### src/rtl/wb_pkg.sv
// Shared types and decode helpers for the writeback select stage.
package wb_pkg;

    localparam int WB_SEL_W = 3;
    localparam int LD_F3_W  = 3;
    localparam int OFS_W    = 2;

    typedef enum logic [WB_SEL_W-1:0] {
        WB_ALU   = 3'b000,
        WB_MEM   = 3'b001,
        WB_AUIPC = 3'b010,
        WB_LUI   = 3'b011,
        WB_LINK  = 3'b101
    } wb_sel_e;

    typedef enum logic [LD_F3_W-1:0] {
        LD_LB  = 3'b000,
        LD_LH  = 3'b001,
        LD_LW  = 3'b010,
        LD_LBU = 3'b100,
        LD_LHU = 3'b101
    } ld_funct3_e;

    typedef enum logic [1:0] {
        IDLE     = 2'b00,
        WAIT_MEM = 2'b01,
        DRAIN    = 2'b10
    } wb_state_e;

    // True when the load funct3 encodes a supported load width.
    function automatic logic ld_funct3_legal(input logic [LD_F3_W-1:0] f3);
        logic ok;
        case (f3)
            LD_LB, LD_LH, LD_LW, LD_LBU, LD_LHU: ok = 1'b1;
            default:                             ok = 1'b0;
        endcase
        return ok;
    endfunction

    // True when a legal load would straddle the 32-bit word.
    function automatic logic ld_misaligned(input logic [LD_F3_W-1:0] f3,
                                           input logic [OFS_W-1:0]   ofs);
        logic mis;
        case (f3)
            LD_LH, LD_LHU: mis = (ofs == 2'b11);
            LD_LW:         mis = (ofs != 2'b00);
            default:       mis = 1'b0;
        endcase
        return mis;
    endfunction

endpackage

### src/rtl/wb_load_align.sv
// Load data aligner: picks the addressed byte/halfword lane out of the
// memory word and sign- or zero-extends it to the datapath width.
module wb_load_align
    import wb_pkg::*;
#(
    parameter int XLEN = 32
) (
    input  logic [XLEN-1:0]    rdata,
    input  logic [LD_F3_W-1:0] funct3,
    input  logic [OFS_W-1:0]   ofs,
    output logic [XLEN-1:0]    data
);

    logic [15:0] lane_s;

    // Shift the addressed lane to bit 0 and extend according to the load type.
    always_comb begin
        lane_s = 16'(rdata >> {ofs, 3'b000});
        data   = {XLEN{1'b0}};
        case (funct3)
            LD_LB: begin
                data      = {XLEN{lane_s[7]}};
                data[7:0] = lane_s[7:0];
            end
            LD_LH: begin
                data       = {XLEN{lane_s[15]}};
                data[15:0] = lane_s[15:0];
            end
            LD_LW: begin
                // Word loads always use the low word; on 64-bit cores bit 31 extends.
                data       = {XLEN{rdata[31]}};
                data[31:0] = rdata[31:0];
            end
            LD_LBU: begin
                data[7:0] = lane_s[7:0];
            end
            LD_LHU: begin
                data[15:0] = lane_s[15:0];
            end
            default: begin
                data = {XLEN{1'b0}};
            end
        endcase
    end

endmodule

### src/rtl/wb_select_stage.sv
// Writeback select stage: retires one instruction from MEM, chooses the
// register-file write data, waits for load responses and drives the
// register-file write port with registered outputs.
module wb_select_stage
    import wb_pkg::*;
#(
    parameter int XLEN       = 32,
    parameter int REG_ADDR_W = 5
) (
    input  logic                  clk,
    input  logic                  rst,
    input  logic                  in_valid,
    output logic                  in_ready,
    input  logic [WB_SEL_W-1:0]   wb_sel,
    input  logic [LD_F3_W-1:0]    ld_funct3,
    input  logic [OFS_W-1:0]      byte_ofs,
    input  logic [REG_ADDR_W-1:0] rd_addr,
    input  logic                  rd_we,
    input  logic [XLEN-1:0]       alu_out,
    input  logic [XLEN-1:0]       pc_imm,
    input  logic [XLEN-1:0]       pc_4,
    input  logic [XLEN-1:0]       imm,
    input  logic                  mem_rvalid,
    input  logic [XLEN-1:0]       mem_rdata,
    input  logic                  flush,
    output logic                  reg_we,
    output logic [REG_ADDR_W-1:0] reg_waddr,
    output logic [XLEN-1:0]       reg_write,
    output logic                  exc_sel,
    output logic                  exc_misalign
);

    wb_state_e state_r, state_nxt_s;

    // Load context captured at accept and consumed when the response arrives.
    logic [REG_ADDR_W-1:0] ld_rd_r;
    logic [LD_F3_W-1:0]    ld_funct3_r;
    logic [OFS_W-1:0]      ld_ofs_r;
    logic                  ld_rd_we_r;
    logic                  ld_latch_s;

    logic                  reg_we_r, reg_we_nxt_s;
    logic [REG_ADDR_W-1:0] reg_waddr_r, reg_waddr_nxt_s;
    logic [XLEN-1:0]       reg_write_r, reg_write_nxt_s;
    logic                  exc_sel_r, exc_sel_nxt_s;
    logic                  exc_mis_r, exc_mis_nxt_s;

    logic                  accept_s;
    logic                  sel_legal_s;
    logic                  is_load_s;
    logic [XLEN-1:0]       sel_data_s;
    logic [XLEN-1:0]       aligned_s;

    wb_load_align #(
        .XLEN (XLEN)
    ) u_align (
        .rdata  (mem_rdata),
        .funct3 (ld_funct3_r),
        .ofs    (ld_ofs_r),
        .data   (aligned_s)
    );

    // Non-load source mux and legality of the select code.
    always_comb begin
        sel_data_s  = {XLEN{1'b0}};
        sel_legal_s = 1'b1;
        case (wb_sel)
            WB_ALU:   sel_data_s = alu_out;
            WB_MEM:   sel_data_s = {XLEN{1'b0}};
            WB_AUIPC: sel_data_s = pc_imm;
            WB_LUI:   sel_data_s = imm;
            WB_LINK:  sel_data_s = pc_4;
            default:  sel_legal_s = 1'b0;
        endcase
    end

    // Next-state and next-output logic; rd=x0 and rd_we=0 never produce a write.
    always_comb begin
        accept_s        = in_valid & (state_r == IDLE) & ~flush;
        is_load_s       = (wb_sel == WB_MEM);
        state_nxt_s     = state_r;
        ld_latch_s      = 1'b0;
        reg_we_nxt_s    = 1'b0;
        reg_waddr_nxt_s = reg_waddr_r;
        reg_write_nxt_s = reg_write_r;
        exc_sel_nxt_s   = 1'b0;
        exc_mis_nxt_s   = 1'b0;
        case (state_r)
            IDLE: begin
                if (accept_s) begin
                    if (!sel_legal_s) begin
                        exc_sel_nxt_s = 1'b1;
                    end else if (is_load_s) begin
                        if (!ld_funct3_legal(ld_funct3)) begin
                            exc_sel_nxt_s = 1'b1;
                        end else if (ld_misaligned(ld_funct3, byte_ofs)) begin
                            exc_mis_nxt_s = 1'b1;
                        end else begin
                            state_nxt_s = WAIT_MEM;
                            ld_latch_s  = 1'b1;
                        end
                    end else if (rd_we && (rd_addr != {REG_ADDR_W{1'b0}})) begin
                        reg_we_nxt_s    = 1'b1;
                        reg_waddr_nxt_s = rd_addr;
                        reg_write_nxt_s = sel_data_s;
                    end else begin
                        reg_we_nxt_s = 1'b0;
                    end
                end else begin
                    state_nxt_s = IDLE;
                end
            end
            WAIT_MEM: begin
                if (flush) begin
                    // A response arriving with the flush is simply dropped.
                    state_nxt_s = mem_rvalid ? IDLE : DRAIN;
                end else if (mem_rvalid) begin
                    state_nxt_s = IDLE;
                    if (ld_rd_we_r && (ld_rd_r != {REG_ADDR_W{1'b0}})) begin
                        reg_we_nxt_s    = 1'b1;
                        reg_waddr_nxt_s = ld_rd_r;
                        reg_write_nxt_s = aligned_s;
                    end else begin
                        reg_we_nxt_s = 1'b0;
                    end
                end else begin
                    state_nxt_s = WAIT_MEM;
                end
            end
            DRAIN: begin
                if (mem_rvalid) begin
                    state_nxt_s = IDLE;
                end else begin
                    state_nxt_s = DRAIN;
                end
            end
            default: begin
                state_nxt_s = IDLE;
            end
        endcase
    end

    // FSM state register.
    always_ff @(posedge clk) begin
        if (rst) begin
            state_r <= IDLE;
        end else begin
            state_r <= state_nxt_s;
        end
    end

    // Load context capture at the accepting edge.
    always_ff @(posedge clk) begin
        if (rst) begin
            ld_rd_r     <= {REG_ADDR_W{1'b0}};
            ld_funct3_r <= 3'b000;
            ld_ofs_r    <= 2'b00;
            ld_rd_we_r  <= 1'b0;
        end else if (ld_latch_s) begin
            ld_rd_r     <= rd_addr;
            ld_funct3_r <= ld_funct3;
            ld_ofs_r    <= byte_ofs;
            ld_rd_we_r  <= rd_we;
        end else begin
            ld_rd_r     <= ld_rd_r;
            ld_funct3_r <= ld_funct3_r;
            ld_ofs_r    <= ld_ofs_r;
            ld_rd_we_r  <= ld_rd_we_r;
        end
    end

    // Registered write port and exception pulses.
    always_ff @(posedge clk) begin
        if (rst) begin
            reg_we_r    <= 1'b0;
            reg_waddr_r <= {REG_ADDR_W{1'b0}};
            reg_write_r <= {XLEN{1'b0}};
            exc_sel_r   <= 1'b0;
            exc_mis_r   <= 1'b0;
        end else begin
            reg_we_r    <= reg_we_nxt_s;
            reg_waddr_r <= reg_waddr_nxt_s;
            reg_write_r <= reg_write_nxt_s;
            exc_sel_r   <= exc_sel_nxt_s;
            exc_mis_r   <= exc_mis_nxt_s;
        end
    end

    assign in_ready     = (state_r == IDLE);
    assign reg_we       = reg_we_r;
    assign reg_waddr    = reg_waddr_r;
    assign reg_write    = reg_write_r;
    assign exc_sel      = exc_sel_r;
    assign exc_misalign = exc_mis_r;

endmodule
### config.mk
export PLATFORM = sky130hd
export DESIGN_NAME = wb_select_stage
export DESIGN_NICKNAME = d
export VERILOG_FILES = /design/src/rtl/wb_pkg.sv /design/src/rtl/wb_load_align.sv /design/src/rtl/wb_select_stage.sv
export SDC_FILE = /design/constraint.sdc
export NUM_CORES = 1
export LEC_CHECK = 0
export CORE_AREA = 2 2 136 138
export CTS_CLUSTER_SIZE = 40
export DETAILED_ROUTE_END_ITERATION = 10
export DIE_AREA = 0 0 138 140
export SETUP_SLACK_MARGIN = 0.05
export SYNTH_ARGS = -nofsm -noshare
export SYNTH_HDL_FRONTEND = slang
export SYNTH_HIERARCHICAL = 1
export SYNTH_SLANG_ARGS = --single-unit
### constraint.sdc
create_clock -name clk -period 2.5 [get_ports clk]
set_input_delay 0.625 -clock clk [delete_from_list [all_inputs] [get_ports clk]]
set_output_delay 0.625 -clock clk [all_outputs]
set_load 0.02 [all_outputs]
# Yosys cells after proc, flatten, opt, wreduce, memory -nomap -nowiden
# Index checks and enable logic that the tools add are counted.
[op_classes]
eq_ne = 26
n_bitwise = 8
n_mux = 59
n_reduce_logical = 19
shifts = 1
[ops]
columns = ["op", "n"]
rows = [
  ["$mux 32", 7],
  ["$pmux 32 s4", 1],
  ["$pmux 32 s2", 1],
  ["$pmux 16 s3", 1],
  ["$mux 5", 7],
  ["$shr 32x5->16", 1],
  ["$mux 1", 29],
  ["$pmux 8 s3", 1],
  ["$pmux 8 s2", 1],
  ["$eq 3x3->1 const B", 5],
  ["$mux 2", 7],
  ["$eq 3x2->1 const B", 4],
  ["$pmux 5 s2", 1],
  ["$reduce_bool 5->1", 2],
  ["$reduce_or 5->1", 2],
  ["$eq 3x1->1 const B", 3],
  ["$logic_not 3->1", 3],
  ["$ne 3x2->1 const B", 3],
  ["$ne 2x2->1 const B", 4],
  ["$reduce_and 8->1", 1],
  ["$ne 2x1->1 const B", 3],
  ["$not 1->1", 6],
  ["$pmux 2 s3", 1],
  ["$reduce_or 6->1", 1],
  ["12 further kinds", 18],
]
[totals]
reg_bits = 53
in_bits = 179

# Depth between registers and ports, before layout
# Gate-level depths: netlist of run 1.
[depth]
depth_word = 18
depth_mapped = 8

# Hierarchy
# The synthesis of run 1 kept the hierarchy.
[by_module_without_submodules]
columns = ["mod", "cells_per_inst", "instances", "area_per_inst_um2"]
rows = [
  ["wb_select_stage", 380, 1, 3565.9],
  ["wb_load_align", 110, 1, 848.3],
]

# Worst setup path after synthesis of run 1
# OpenSTA, ideal clock, no wires.
[synth_timing]
path_type = "input to register"
from = "input rd_addr[0]"
to = "register reg_write_r[10] (netlist: reg_write[10])"
path_slack_ns = 0.432
path_stages = 6
arrival_time_ns = 1.921
required_ns = 2.353
n_path_buf = 2
path_cell_list = "or3_1 o311a_1 buf_4 buf_4 a211oi_1 a311oi_2"
[synth_between]
elab_chain_cells = 4
[synth_lines]
columns = ["item", "line_no", "source"]
rows = [
  ["from (decl)", "wb_select_stage.sv:17", "input logic [REG_ADDR_W-1:0] rd_addr,"],
  ["$reduce_bool 5->1", "wb_select_stage.sv:102", "end else if (rd_we && (rd_addr != {REG_ADDR_W{1'b0}})) begin"],
  ["$logic_and 1x1->1", "wb_select_stage.sv:102", ""],
  ["$ne 2x1->1 (no source line)", "--", ""],
  ["$reduce_and 8->1 (no source line)", "--", ""],
  ["to (signal assigned)", "wb_select_stage.sv:177", "reg_write_r <= {XLEN{1'b0}};"],
  ["to (signal assigned)", "wb_select_stage.sv:183", "reg_write_r <= reg_write_nxt_s;"],
  ["to (decl)", "wb_select_stage.sv:44", "logic [XLEN-1:0] reg_write_r, reg_write_nxt_s;"],
]
# No other way between the ends.
# A chain may end at the register's enable or synchronous reset.

# Worst setup path in the final report of run 1
[layout_timing]
from = "input rd_addr[0]"
to = "register reg_write_r[30] (netlist: reg_write[30])"
# Same word-level chain as after synthesis.

==> results of run 1 <==
cell usage in the layout, fill, tap and decap left out, drive strengths merged, types with 3 or more instances in the layout:
cell,count
clkdlybuf4s50,217
dfxtp,53
buf,50
a211oi,42
nand2,40
mux2,35
a222oi,32
nand3b,32
a311oi,32
o21ai,20
nand3,18
a32oi,16
a21oi,13
nand4,13
inv,8
mux2i,7
mux4,7
nor2b,7
a22o,6
a221o,6
clkbuf,5
nor2,5
nand2b,3
nor3,3
nor3b,3
layer usage:
layer / routed length, um / part of all wire [%] / global-route usage (%)
met1: 8440 / 44 / 25.3
met2: 9130 / 47 / 31.3
met5: 0 / 0 / 0
met3: 1340 / 7.0 / 3.32
met4: 318 / 1.7 / 3.92
where the power goes:
part           internal (mW)  total, mW  switching, mW  leakage, nW
Combinational          0.502      0.862          0.360         1.88
Clock                  0.475      0.816          0.341       0.0800
Sequential             0.870      0.889         0.0188        0.430
Total                   1.85       2.57          0.720         2.39
cell usage after synthesis, types with 3 or more instances:
master,instances,area share (%)
dfxtp_1,53,24
nand2_1,40,3.4
a211oi_1,37,6.3
clkbuf_1,37,3.1
mux2_2,35,8.9
a222oi_1,32,7.3
nand3b_1,32,5.4
buf_2,20,2.3
o21ai_0,20,2.3
a311oi_1,18,3.6
nand3_1,18,2.0
a32oi_1,16,3.2
a311oi_2,14,4.8
a21oi_1,13,1.5
nand4_1,13,1.8
inv_1,8,0.68
mux2i_1,7,1.6
mux4_2,7,3.6
nor2b_1,7,0.99
a221o_1,6,1.4
a22o_1,6,1.2
a211oi_2,5,1.4
buf_4,4,0.68
buf_6,4,1.0
nor2_1,4,0.34
nand2b_1,3,0.43
cells by family after synthesis:
group	count (synthesis)	synth area share, %
buf+inv	73	7.79
flops	53	24.0
mux	49	14.1
simple gates	138	19.1
compound gates	175	34.4
xor+xnor	2	0.567
cell type report:
type	instances	area [um^2]	share of cell area (%)
sequential	53	1060	14.7
clock inverter	3	46.3	0.641
clock buffer	5	125	1.73
timing repair buffer	267	2640	36.6
inverter	8	30.0	0.416
multi-input combinational	364	3030	42.0
tap	229	287	3.97
worst max-delay path, stage by stage:
cell	delay (ns)
clkdlybuf4s50_1	0.41
or3_1	0.40
o311a_1	0.37
a21o_1	0.25
buf_12	0.17
a311oi_1	0.24
path summary, 6_finish.rpt:
| check | cells after the start | from | slack [ns] | end |
|---|---|---|---|---|
| worst max register to register | 6 | ld_funct3_r[1] | 0.39 | reg_write[12] |
| worst min register to register | 2 | ld_rd_we_r | 0.48 | ld_rd_we_r |
| worst min-delay path | 2 | ld_rd_we_r | 0.48 | ld_rd_we_r |
| worst max-delay path | 6 | rd_addr[0] | 0.22 | reg_write[30] |
flip-flops by register name, summed over array words and instances, names as in the netlist:
name / count
ld_ofs_r: 2
state_r: 2
ld_funct3_r: 3
reg_waddr: 5
exc_sel: 1
ld_rd_we_r: 1
ld_rd_r: 5
exc_misalign: 1
reg_write: 32
reg_we: 1
metrics by stage:
step           instance area [um^2]  setup WS [ns]  TNS (ns)
6_report                       7220          0.217         0
3_5_place_dp                   7050        -0.0675     -1.14
2_1_floorplan                  4410          0.432         0
4_1_cts                        7220          0.225         0
5_1_grt                        7220          0.136         0
3_3_place_gp                   7050        -0.0348   -0.0796
==> key figures, run 1 <==
Floorplanning
  • Initial Util: 24.8%
  • Die height: 140 um
  • Std-Cell Rows: just under 50
  • Core ar.: ~0.018 mm^2
  • Die area: 0.0193 mm^2
  • Count of boundary I/O pins: 220
  • Die W: 138 um

Timing
  • Max Freq: 438 MHz
  • Slew Limit Fails: 0
  • Count of final setup violators: 0
  • WHS: about 0.48 ns
  • Worst-Margin Slew: 0.587 ns
  • Fin crit share: 91.3%
  • Final clock skew: 0.00408 ns
  • RSZ-0062 raised after global routing: false
  • Final min period: approximately 2.3 ns
  • Rel. slew slack: 60.8%
  • Endpoints failing hold: 0

Global route
  • Initial antenna violation count: 0
  • Total track usage: 18.7%
  • Total grt overflow: 0
  • Vias in the first global route: 5167
  • First-pass GRT wire length: 29300 um
  • Largest net degree at the start of global routing: 53

Placement
  • # port buffers: 219
  • Dpl cells: roughly 920
  • Final Wtd Congestion: about 0.89
  • Final HPWL DP: 15000 um

Routing
  • Vias after detailed routing: 5201
  • Routed length per instance: a little over 20 um
  • DRC violations left: 0
  • Number of routed nets with antenna violations: 0
  • Routed WL: 19200 um
  • Via density: 5.60
  • DR pass1 iterations: 7
  • DR iter-0 viols: 689

Clocking
  • Post-CTS sizing: 0
  • CTS tree: done
  • Later-pin clock latency in the skew report: 0.30 ns
  • H-Tree Depth: 2
  • Num CTS Buffers: 5
  • Sink Count: 53
  • Clk buf depth: 2
  • Hold_buf cts: 0
  • Setup Fix Bufs, Post-CTS: 0
  • Clock slew seen by the registers of the worst setup and hold paths: 0.07 ns
  • Clock Tree Root: clkbuf_16

Finish
  • Post-route insts no fill: approximately 930
  • Final net count: 878
  • Share of cells above drive strength 1: 18.1%
  • Synth-to-Final Area Change: 63.6%
  • Fillers: between 1500 and 2000
  • Ant diodes: 0
  • Final core occ: between 40% and 50%

Synthesis
  • Post-synth top flop: dfxtp_1
  • Asr flop ratio synth: 0%
  • Syn Nets: 669
  • Syn avg cell area: 9.01 um^2
  • Synth Register Bits: 53
  • Post-synth EDFFs: 0
  • Sequential-to-total area share from yosys stat: 24.0%
  • Synth cell types: 48
  • Cell count after synthesis: 490
  • Syn. warnings: 6
  • Synth Cell Area: roughly 0.0044 mm^2

Worst setup path
  • Worst Path Required: 2.71 ns
  • Nature of the critical path startpoint: input port
  • Worst setup EP type: register
  • Crit Path Category: input port to register
  • Worst EP arrival: about 2.5 ns
  • Critical Path Fanout Max: 27

Pwr
  • Pleak: 2.39 nW
  • Maximum VDD drop: roughly 0.3 mV
  • Tot Pwr: 2.57 mW
  • Pwr dens: 355 mW/mm^2

Job
  • Max Cap Violations: 0

Status
  • Outcome: completed

Hold path
  • Hold Path Class: register to register
No activity file was read; power rests on OpenSTA's default activity.
==> run 2, diff against run 1 <==
--- a/config.mk
+++ b/config.mk
@@ -9,7 +9,6 @@
 export CTS_CLUSTER_SIZE = 40
 export DETAILED_ROUTE_END_ITERATION = 10
 export DIE_AREA = 0 0 138 140
-export SETUP_SLACK_MARGIN = 0.05
 export SYNTH_ARGS = -nofsm -noshare
 export SYNTH_HDL_FRONTEND = slang
 export SYNTH_HIERARCHICAL = 1
==> results of run 2 <==
The final DEF is identical to that of run 1; final timing and power are the same.
